## config.mk

```make
export PLATFORM = sky130hd
export DESIGN_NAME = dpram_param
export DESIGN_NICKNAME = d
export VERILOG_FILES = /design/src/rtl/dpram_param.sv
export SDC_FILE = /design/constraint.sdc
export NUM_CORES = 1
export LEC_CHECK = 0
export CAP_MARGIN = 40
export CORE_MARGIN = 3
export CORE_UTILIZATION = 43
export DETAILED_ROUTE_END_ITERATION = 8
export GPL_ROUTABILITY_DRIVEN = 0
export MAX_ROUTING_LAYER = met4
export PLACE_DENSITY_LB_ADDON = 0.25
export SYNTH_ARGS = -nofsm -noshare
export SYNTH_HDL_FRONTEND = slang
export SYNTH_SLANG_ARGS = --single-unit
```

## constraint.sdc

```tcl
create_clock -name clk -period 6.3 [get_ports clk]
set_clock_uncertainty 0.05 [all_clocks]
set_input_delay 1.89 -clock clk [delete_from_list [all_inputs] [get_ports clk]]
set_output_delay 1.89 -clock clk [all_outputs]
set_load 0.05 [all_outputs]
```

## src/rtl/dpram_param.sv

```systemverilog
// dpram_param: parametrised true dual-port RAM, two independent ports on one clock.
//
// Per-port byte-lane writes, READ_LATENCY (1 or 2) registered reads with a
// one-cycle valid pulse, and defined same-address cross-port behaviour:
//   both write  -> lanes enabled on both ports take port A's data
//   write/read  -> read returns old data (READ_MODE=0) or merged new data (READ_MODE=1)
//   both read   -> identical data, no collision
// An optional zero-fill sweep runs after reset before accesses are accepted.
//
// Ports
//   clk, reset                       clock, synchronous active-high reset
//   enable/write/byte_en/address/data_in_port_{a,b}   access request per port
//   data_out_port_{a,b}, valid_port_{a,b}             read data and one-cycle strobe
//   collision                        pulse one cycle after a same-address conflict
//   init_done                        high once the RAM accepts accesses
//
// FSM states
//   state    | meaning
//   ST_INIT  | after reset; zero-fill sweep (or single pass-through edge), ports ignored
//   ST_READY | normal operation, ports live

module dpram_param #(
    parameter int DATA_WIDTH     = 32,
    parameter int ADDR_WIDTH     = 4,
    parameter int READ_LATENCY   = 1,
    parameter int READ_MODE      = 0,
    parameter int CLEAR_ON_RESET = 1
) (
    input  logic                    clk,
    input  logic                    reset,
    input  logic                    enable_port_a,
    input  logic                    write_port_a,
    input  logic [DATA_WIDTH/8-1:0] byte_en_port_a,
    input  logic [ADDR_WIDTH-1:0]   address_port_a,
    input  logic [DATA_WIDTH-1:0]   data_in_port_a,
    output logic [DATA_WIDTH-1:0]   data_out_port_a,
    output logic                    valid_port_a,
    input  logic                    enable_port_b,
    input  logic                    write_port_b,
    input  logic [DATA_WIDTH/8-1:0] byte_en_port_b,
    input  logic [ADDR_WIDTH-1:0]   address_port_b,
    input  logic [DATA_WIDTH-1:0]   data_in_port_b,
    output logic [DATA_WIDTH-1:0]   data_out_port_b,
    output logic                    valid_port_b,
    output logic                    collision,
    output logic                    init_done
);

    localparam int DEPTH = 2 ** ADDR_WIDTH;
    localparam int NB    = DATA_WIDTH / 8;

    typedef enum logic {
        ST_INIT  = 1'b0,
        ST_READY = 1'b1
    } state_t;

    state_t                  state, state_nxt;
    logic [ADDR_WIDTH-1:0]   count, count_nxt;
    logic                    clr_we;

    logic [DATA_WIDTH-1:0]   mem [DEPTH];

    logic                    port_live;
    logic                    wr_a, wr_b, rd_a, rd_b, same_addr;
    logic [DATA_WIDTH-1:0]   old_a, old_b, new_a, new_b, rdata_a, rdata_b;

    // ---------------- sequencing FSM ----------------
    always_ff @(posedge clk) begin
        if (reset) begin
            state     <= ST_INIT;
            count     <= '0;
            collision <= 1'b0;
        end else begin
            state     <= state_nxt;
            count     <= count_nxt;
            // same-address conflict involving at least one write
            collision <= same_addr && (wr_a || wr_b);
        end
    end

    always_comb begin
        state_nxt = state;
        count_nxt = count;
        clr_we    = 1'b0;
        case (state)
            ST_INIT: begin
                if (CLEAR_ON_RESET != 0) begin
                    clr_we    = 1'b1;
                    count_nxt = count + 1'b1;
                    if (count == {ADDR_WIDTH{1'b1}}) begin
                        state_nxt = ST_READY;
                    end
                end else begin
                    state_nxt = ST_READY;
                end
            end
            ST_READY: begin
                state_nxt = ST_READY;
            end
            default: begin
                state_nxt = ST_INIT;
            end
        endcase
    end

    assign init_done = (state == ST_READY);

    // ---------------- port qualification ----------------
    assign port_live = (state == ST_READY) && !reset;
    assign wr_a      = port_live && enable_port_a && write_port_a;
    assign wr_b      = port_live && enable_port_b && write_port_b;
    assign rd_a      = port_live && enable_port_a && !write_port_a;
    assign rd_b      = port_live && enable_port_b && !write_port_b;
    assign same_addr = port_live && enable_port_a && enable_port_b
                       && (address_port_a == address_port_b);

    // ---------------- storage ----------------
    always_ff @(posedge clk) begin
        if (clr_we && !reset) begin
            mem[count] <= '0;
        end else begin
            for (int i = 0; i < NB; i++) begin
                if (wr_a && byte_en_port_a[i]) begin
                    mem[address_port_a][i*8 +: 8] <= data_in_port_a[i*8 +: 8];
                end
                // port A owns any lane both ports write at the same address
                if (wr_b && byte_en_port_b[i]
                    && !(same_addr && wr_a && byte_en_port_a[i])) begin
                    mem[address_port_b][i*8 +: 8] <= data_in_port_b[i*8 +: 8];
                end
            end
        end
    end

    // ---------------- read data selection ----------------
    assign old_a = mem[address_port_a];
    assign old_b = mem[address_port_b];

    // write-through view: overlay the other port's same-cycle write lanes
    always_comb begin
        new_a = old_a;
        new_b = old_b;
        for (int i = 0; i < NB; i++) begin
            if (same_addr && wr_b && byte_en_port_b[i]) begin
                new_a[i*8 +: 8] = data_in_port_b[i*8 +: 8];
            end
            if (same_addr && wr_a && byte_en_port_a[i]) begin
                new_b[i*8 +: 8] = data_in_port_a[i*8 +: 8];
            end
        end
    end

    assign rdata_a = (READ_MODE != 0) ? new_a : old_a;
    assign rdata_b = (READ_MODE != 0) ? new_b : old_b;

    // ---------------- read pipeline ----------------
    generate
        if (READ_LATENCY == 2) begin : g_lat2
            logic                  pv_a, pv_b;
            logic [DATA_WIDTH-1:0] pd_a, pd_b;

            always_ff @(posedge clk) begin
                if (reset) begin
                    pv_a            <= 1'b0;
                    pv_b            <= 1'b0;
                    pd_a            <= '0;
                    pd_b            <= '0;
                    valid_port_a    <= 1'b0;
                    valid_port_b    <= 1'b0;
                    data_out_port_a <= '0;
                    data_out_port_b <= '0;
                end else begin
                    pv_a         <= rd_a;
                    pv_b         <= rd_b;
                    valid_port_a <= pv_a;
                    valid_port_b <= pv_b;
                    if (rd_a) pd_a <= rdata_a;
                    if (rd_b) pd_b <= rdata_b;
                    if (pv_a) data_out_port_a <= pd_a;
                    if (pv_b) data_out_port_b <= pd_b;
                end
            end
        end else begin : g_lat1
            always_ff @(posedge clk) begin
                if (reset) begin
                    valid_port_a    <= 1'b0;
                    valid_port_b    <= 1'b0;
                    data_out_port_a <= '0;
                    data_out_port_b <= '0;
                end else begin
                    valid_port_a <= rd_a;
                    valid_port_b <= rd_b;
                    if (rd_a) data_out_port_a <= rdata_a;
                    if (rd_b) data_out_port_b <= rdata_b;
                end
            end
        end
    endgenerate

endmodule

```

==> out/qor.csv, run 1 <==
stage,metric,value,unit
timing,maxSlewHeadroom,34.72,%
pwr,p_int,6.415,mW
finish,layoutNonFillerInstCount,4016,
routing,vias,26310,
global_routing,overflow,0,
logic_synthesis,synth_area,0.03330,mm^2
clock_network,hold_buffers,0,
logic_synthesis,yosysMostFrequentCell,edfxtp_1,
pwr,power.share.clock,42.3,%
timing,hold_slack,0.4107,ns
finish,nets,3016,
pwr,power.share.combinational,8.1,%
floorplan,core,0.07633,mm^2
floorplan,die-height,284.3,um
timing,finalWorstSetupSlack,1.423,ns
clock_network,post_cts_buffers,0,
logic_synthesis,yosysTopAreaCellShare,46.17,%
global_routing,antenna_found_initial,3,
setup_path,worstPathArrival,5.09,ns
logic_synthesis,synth_top_area_cell,edfxtp_1,
setup_path,r2r_slack,2.62,ns
global_routing,grt_pass1_vias,25360,
clock_network,clk_latency,0.65,ns
pwr,seq_power_share,49.6,%
routing,first_iter_violations,4146,
logic_synthesis,ys_seq_area_share,50.50,%
clock_network,clk_path_buf_depth,3,
pwr,power,8.486,mW
clock_network,tritoncts,done,
setup_path,start_kind,input port,
timing,rsz0062_at_grt,false,
logic_synthesis,synth.area.top_cells,"edfxtp_1, mux4_2, o21ai_0",
placement,io_buffers,153,
routing,firstDrtPassIters,6,
timing,finalSetupViolations,0,
floorplan,die_w,284.3,um
logic_synthesis,ys_ff_latch,584,
routing,highest_layer,met4,
routing,viasPerCell,6.551,
pwr,p_leak,13.24,nW
pwr,p_per_area,223.3,mW/mm^2
floorplan,io_pins,154,
clock_network,cts_resized,0,
timing,slew_viol_final,0,
finish,design_area,0.03801,mm^2
timing,hold_viol,0,
routing,wl_met1,45500,um
floorplan,die_area,0.08082,mm^2
logic_synthesis,synthCells,2886,
min_path,hp-class,reg -> reg,
logic_synthesis,yosysWarnings,0,
logic_synthesis,synth.distinct_cells,69,
clock_network,path_clk_slew,0.06,ns
finish,utilization,49.79,%
setup_path,cp-end-kind,flop,
logic_synthesis,yosys-top-cells-count,"edfxtp_1, o21ai_0, nand2_1",
placement,dpl-instance-area,0.03602,mm^2
routing,wl_met2,55540,um
run_status,status,completed,
timing,period_needed,4.877,ns
clock_network,numCtsBuffers,61,
timing,finalCritPeriodShare,77.41,%
routing,drc,0,
routing,wl_met3,15720,um
setup_path,worst-setup-path-type,in -> reg,
logic_synthesis,syn_nets,2973,
clock_network,h-tree-depth,2,
global_routing,grt.total_usage,30.24,%
global_routing,grt_pass1_wl,176300,um
pwr,switching_share,24.40,%
finish,area_delta_synth_final,14.12,%
logic_synthesis,avgSynthCellArea,11.54,um^2
logic_synthesis,synth_flop_cell,edfxtp_1,
finish,drive_gt1_share,18.14,%
timing,worst_pin_slew,0.9761,ns
setup_path,cp_max_fo,50,
pwr,ir_drop,0.0002069,V
timing,fmax,0.2051,GHz
clock_network,cts_sinks,584,
finish,nFillCells,6682,
timing,fin_setup_tns,0,ns
placement,pre_cts_slack,0.7662,ns
routing,post_drt_wl_per_cell,30.12,um
routing,wirelength,121000,um
setup_path,crit_required,6.52,ns
placement,place_hpwl,84000,um
routing,antenna_left,0,
logic_synthesis,synthArstFlopShare,0,%
placement,dp.cells,3895,
floorplan,placementRows,101,
run,max-cap-violations,0,
pwr,p_sw,2.071,mW
logic_synthesis,synth_edf_count,512,
floorplan,initial_utilization,43.63,%
clock_network,cts_root_buffer,clkbuf_16,
global_routing,grt_max_degree,81,
[per-layer routing]
metal / vias to the layer above / track usage (%)
li1: 11140 / -
met3: 286 / 7.241
met5: - / -
met2: 1893 / 46.07
met4: 0 / 9.452
met1: 12990 / 40.24
[state kept, by name, summed over array words and instances (netlist names)]
name,flops
count,4
data_out_port_a,32
data_out_port_b,32
valid_port_b,1
mem,512
init_done,1
valid_port_a,1
collision,1
[path summary, 6_finish.rpt]
check                                                 startpoint                                to  depth (start not counted)
worst max-delay path                               enable_port_a              mem[5][15]$_DFFE_PP_                          6
worst min register to register  data_out_port_b[27]$_SDFFE_PP0P_  data_out_port_b[27]$_SDFFE_PP0P_                          2
worst max register to register              init_done$_SDFF_PP0_              mem[5][15]$_DFFE_PP_                          6
worst min-delay path            data_out_port_b[27]$_SDFFE_PP0P_  data_out_port_b[27]$_SDFFE_PP0P_                          2
[worst max-delay path, cell delays in order]
cell and delay, ns:
clkdlybuf4s50_1 0.55, and3b_1 0.32, and3_4 0.84, a31oi_4 0.35
buf_4 0.30, o31ai_2 0.79
[power groups by stage]
| stage | logic, mW | clock network, mW | registers (mW) |
|---|---|---|---|
| after floorplan | 0.401 | 0 | 4.28 |
| after global placement | 0.644 | 0 | 4.29 |
| after detailed placement | 0.669 | 0 | 4.29 |
| after CTS | 0.671 | 3.60 | 4.21 |
| after global routing | 0.708 | 3.75 | 4.21 |
| final | 0.689 | 3.59 | 4.21 |
[cell families (layout without fill, tap and decap cells)]
family / Yosys count / in the layout / synth area share (%)
other cells: 0 / 4 / 0
fa+ha+maj: 1 / 1 / 0.03757
xor+xnor: 7 / 7 / 0.1841
buf+inv: 365 / 461 / 4.858
simple gates: 762 / 762 / 10.48
compound gates: 763 / 763 / 14.19
mux: 404 / 404 / 19.76
flops: 584 / 584 / 50.50
[layout by cell type (no fill, tap or decap), types with 22 or more instances in the layout]
| master | count |
|---|---|
| buf_4 | 114 |
| o211ai_1 | 30 |
| a2111oi_0 | 28 |
| a22o_1 | 28 |
| a22oi_1 | 32 |
| clkbuf_16 | 65 |
| o22ai_1 | 29 |
| inv_1 | 54 |
| o31ai_1 | 22 |
| dfxtp_1 | 72 |
| a21oi_1 | 24 |
| nor3_1 | 35 |
| nor2_1 | 45 |
| nand2_1 | 410 |
| edfxtp_1 | 512 |
| clkdlybuf4s50_1 | 145 |
| mux2i_1 | 185 |
| mux4_2 | 200 |
| nand3_1 | 172 |
| o21ai_0 | 470 |
[final cells by class]
class	instances	area, um^2	share of cell area, %
clock buffers	84	1738	4.573
multi-input cells	1937	15010	39.51
well taps	1030	1289	3.391
inverters	56	210.2	0.5531
flip-flops and latches	584	16820	44.25
clock inverters	32	219.0	0.5761
diodes	4	10.01	0.02634
repair buffers	289	2709	7.128
Power figures use the tool's default switching activity.
==> run 2: changes to the inputs <==
- clock period: 6.3 -> 4.25 ns (I/O delays scaled with it)
==> out/qor.csv, run 2 (synthesis gave the netlist of run 1 again) <==
stage,metric,value,unit
setup_path,cp_max_fo,19,
pwr,power,13.20,mW
routing,post_drt_wl_per_cell,30.19,um
routing,vias,27140,
placement,place_hpwl,87960,um
setup_path,cp-end-kind,flop,
min_path,hp-class,reg -> reg,
setup_path,cp_common_cell,buf_4,
routing,firstDrtPassIters,6,
setup_path,critPathBufInv,4,
global_routing,overflow,0,
finish,largest_reg_flops,512,
clock_network,tritoncts,done,
global_routing,grt_max_degree,73,
finish,area_delta_synth_final,17.89,%
setup_path,crit_required,4.51,ns
timing,hold_viol,0,
pwr,p_leak,14.02,nW
pwr,power.share.combinational,8.1,%
finish,utilization,51.43,%
pwr,seq_power_share,47.3,%
routing,viasPerCell,6.541,
global_routing,grt_pass1_vias,26050,
min_path,worstHoldStart,data_out_port_b[3]$_SDFFE_PP0P_,
finish,design_area,0.03926,mm^2
run_status,status,completed,
clock_network,h-tree-depth,3,
clock_network,post_cts_buffers,0,
pwr,ir_drop,0.0002618,V
timing,worst_pin_slew,0.9606,ns
floorplan,die_w,284.3,um
setup_path,max_stage_delay,0.56,ns
finish,top_register,mem,
setup_path,r2r_end,mem[10][17]$_DFFE_PP_,
timing,rsz0062_at_grt,false,
run,max-cap-violations,0,
setup_path,r2r_slack,1.20,ns
finish,final_common_cell,edfxtp_1,
pwr,p_per_area,336.2,mW/mm^2
timing,finalSetupViolations,0,
routing,wl_met1,46050,um
routing,first_iter_violations,4002,
floorplan,placementRows,101,
finish,final_cell_mix,"edfxtp_1, o21ai_0, nand2_1",
setup_path,start_kind,input port,
min_path,hold_path_depth,2,
timing,fin_setup_tns,0,ns
clock_network,cts_resized,0,
finish,drive_gt1_share,21.78,%
placement,dpl-instance-area,0.03706,mm^2
timing,period_needed,3.680,ns
placement,io_buffers,153,
pwr,power.share.clock,44.6,%
global_routing,grt_pass1_wl,180500,um
setup_path,worstPathArrival,3.94,ns
timing,maxSlewHeadroom,35.76,%
pwr,p_int,10.08,mW
timing,fmax,0.2717,GHz
pwr,switching_share,23.61,%
floorplan,die_area,0.08082,mm^2
clock_network,numCtsBuffers,66,
finish,multiInputGateArea,0.01499,mm^2
clock_network,clk_latency,0.62,ns
finish,largestRegisters,"mem: 512 flops, data_out_port_a: 32 flops, data_out_port_b: 32 flops",
routing,antenna_left,0,
global_routing,grt.total_usage,31.30,%
setup_path,critPathSlowestCell,clkdlybuf4s50_1,
clock_network,hold_buffers,0,
finish,seqCellArea,0.01682,mm^2
timing,slew_viol_final,0,
routing,wl_met3,18540,um
global_routing,antenna_found_initial,3,
clock_network,path_clk_slew,0.06,ns
setup_path,path_cells,clkdlybuf4s50_1 > and3b_1 > and3_4 > buf_4 > a31oi_2 > buf_4 > o31ai_1 > buf_4,
clock_network,clk_path_buf_depth,3,
finish,nets,3154,
routing,drc,0,
min_path,min_to,data_out_port_b[3]$_SDFFE_PP0P_,
clock_network,cts_root_buffer,clkbuf_16,
floorplan,core,0.07633,mm^2
setup_path,worstRegToRegCells,8,
setup_path,worst-setup-path-type,in -> reg,
floorplan,initial_utilization,43.63,%
floorplan,io_pins,154,
setup_path,r2r_start,init_done$_SDFF_PP0_,
routing,highest_layer,met4,
finish,nFillCells,6596,
floorplan,die-height,284.3,um
timing,finalCritPeriodShare,86.60,%
setup_path,cpLargestDelayFamily,buffers and inverters,
clock_network,cts_sinks,584,
routing,wirelength,125300,um
routing,wl_met2,54920,um
pwr,p_sw,3.116,mW
run 2: cell count changes in the layout (fill, tap and decap cells not counted), moves of 3 or more:
cell       change
buf_12         +7
buf_16         -3
buf_2          -5
buf_4        +126
buf_6          +4
bufinv_16      +6
clkbuf_16      +3
clkinv_1       -5
clkinv_4       -4
nor2_2         +4
nor2_4         -4
run 2: how the worst max path moves through the flow:
| stage | to | cells after the start | from |
|---|---|---|---|
| after floorplan | mem[2][16]$_DFFE_PP_ | 8 | byte_en_port_a[1] |
| after global placement | data_out_port_b[25]$_SDFFE_PP0P_ | 7 | address_port_b[0] |
| after detailed placement | mem[10][21]$_DFFE_PP_ | 8 | enable_port_a |
| after CTS | mem[10][16]$_DFFE_PP_ | 8 | enable_port_a |
| after global routing | mem[10][17]$_DFFE_PP_ | 8 | enable_port_a |
| final | mem[10][17]$_DFFE_PP_ | 8 | enable_port_a |
run 2: per-layer routing:
layer	vias up	GRT usage, %
met1	13170	40.75
met3	358	9.671
met2	2184	45.57
li1	11420	-
met4	0	12.91
met5	-	-
run 2: power groups by stage:
stage | registers [mW] | clock network (mW) | logic [mW]
after floorplan | 6.35 | 0 | 0.594
after global placement | 6.36 | 0 | 1.00
after detailed placement | 6.37 | 0 | 1.03
after CTS | 6.24 | 5.90 | 1.04
after global routing | 6.25 | 6.14 | 1.09
final | 6.25 | 5.89 | 1.07
run 2: cell type report:
class,instances,area share [%]
well taps,1030,3.283
multi-input cells,1937,38.19
clock buffers,88,4.679
flip-flops and latches,584,42.83
inverters,56,0.5354
repair buffers,422,9.596
clock inverters,30,0.8669
diodes,2,0.01275
run 2: worst min-delay path, cell delays in order, from the launching register on:
cell	delay [ns]
dfxtp_1	0.31
nand2_1	0.05
a21oi_1	0.05
run 2: metrics by stage:
step | setup slack, ns | hold WS (ns) | instances
floorplan | 0.3773 | 0.5043 | 2886
global placement | 0.005351 | 0.4013 | 4009
detailed placement | 0.001490 | 0.4010 | 4028
CTS | 0.6439 | 0.4100 | 4146
global route | 0.5301 | 0.4279 | 4149
finish | 0.5696 | 0.4086 | 4149
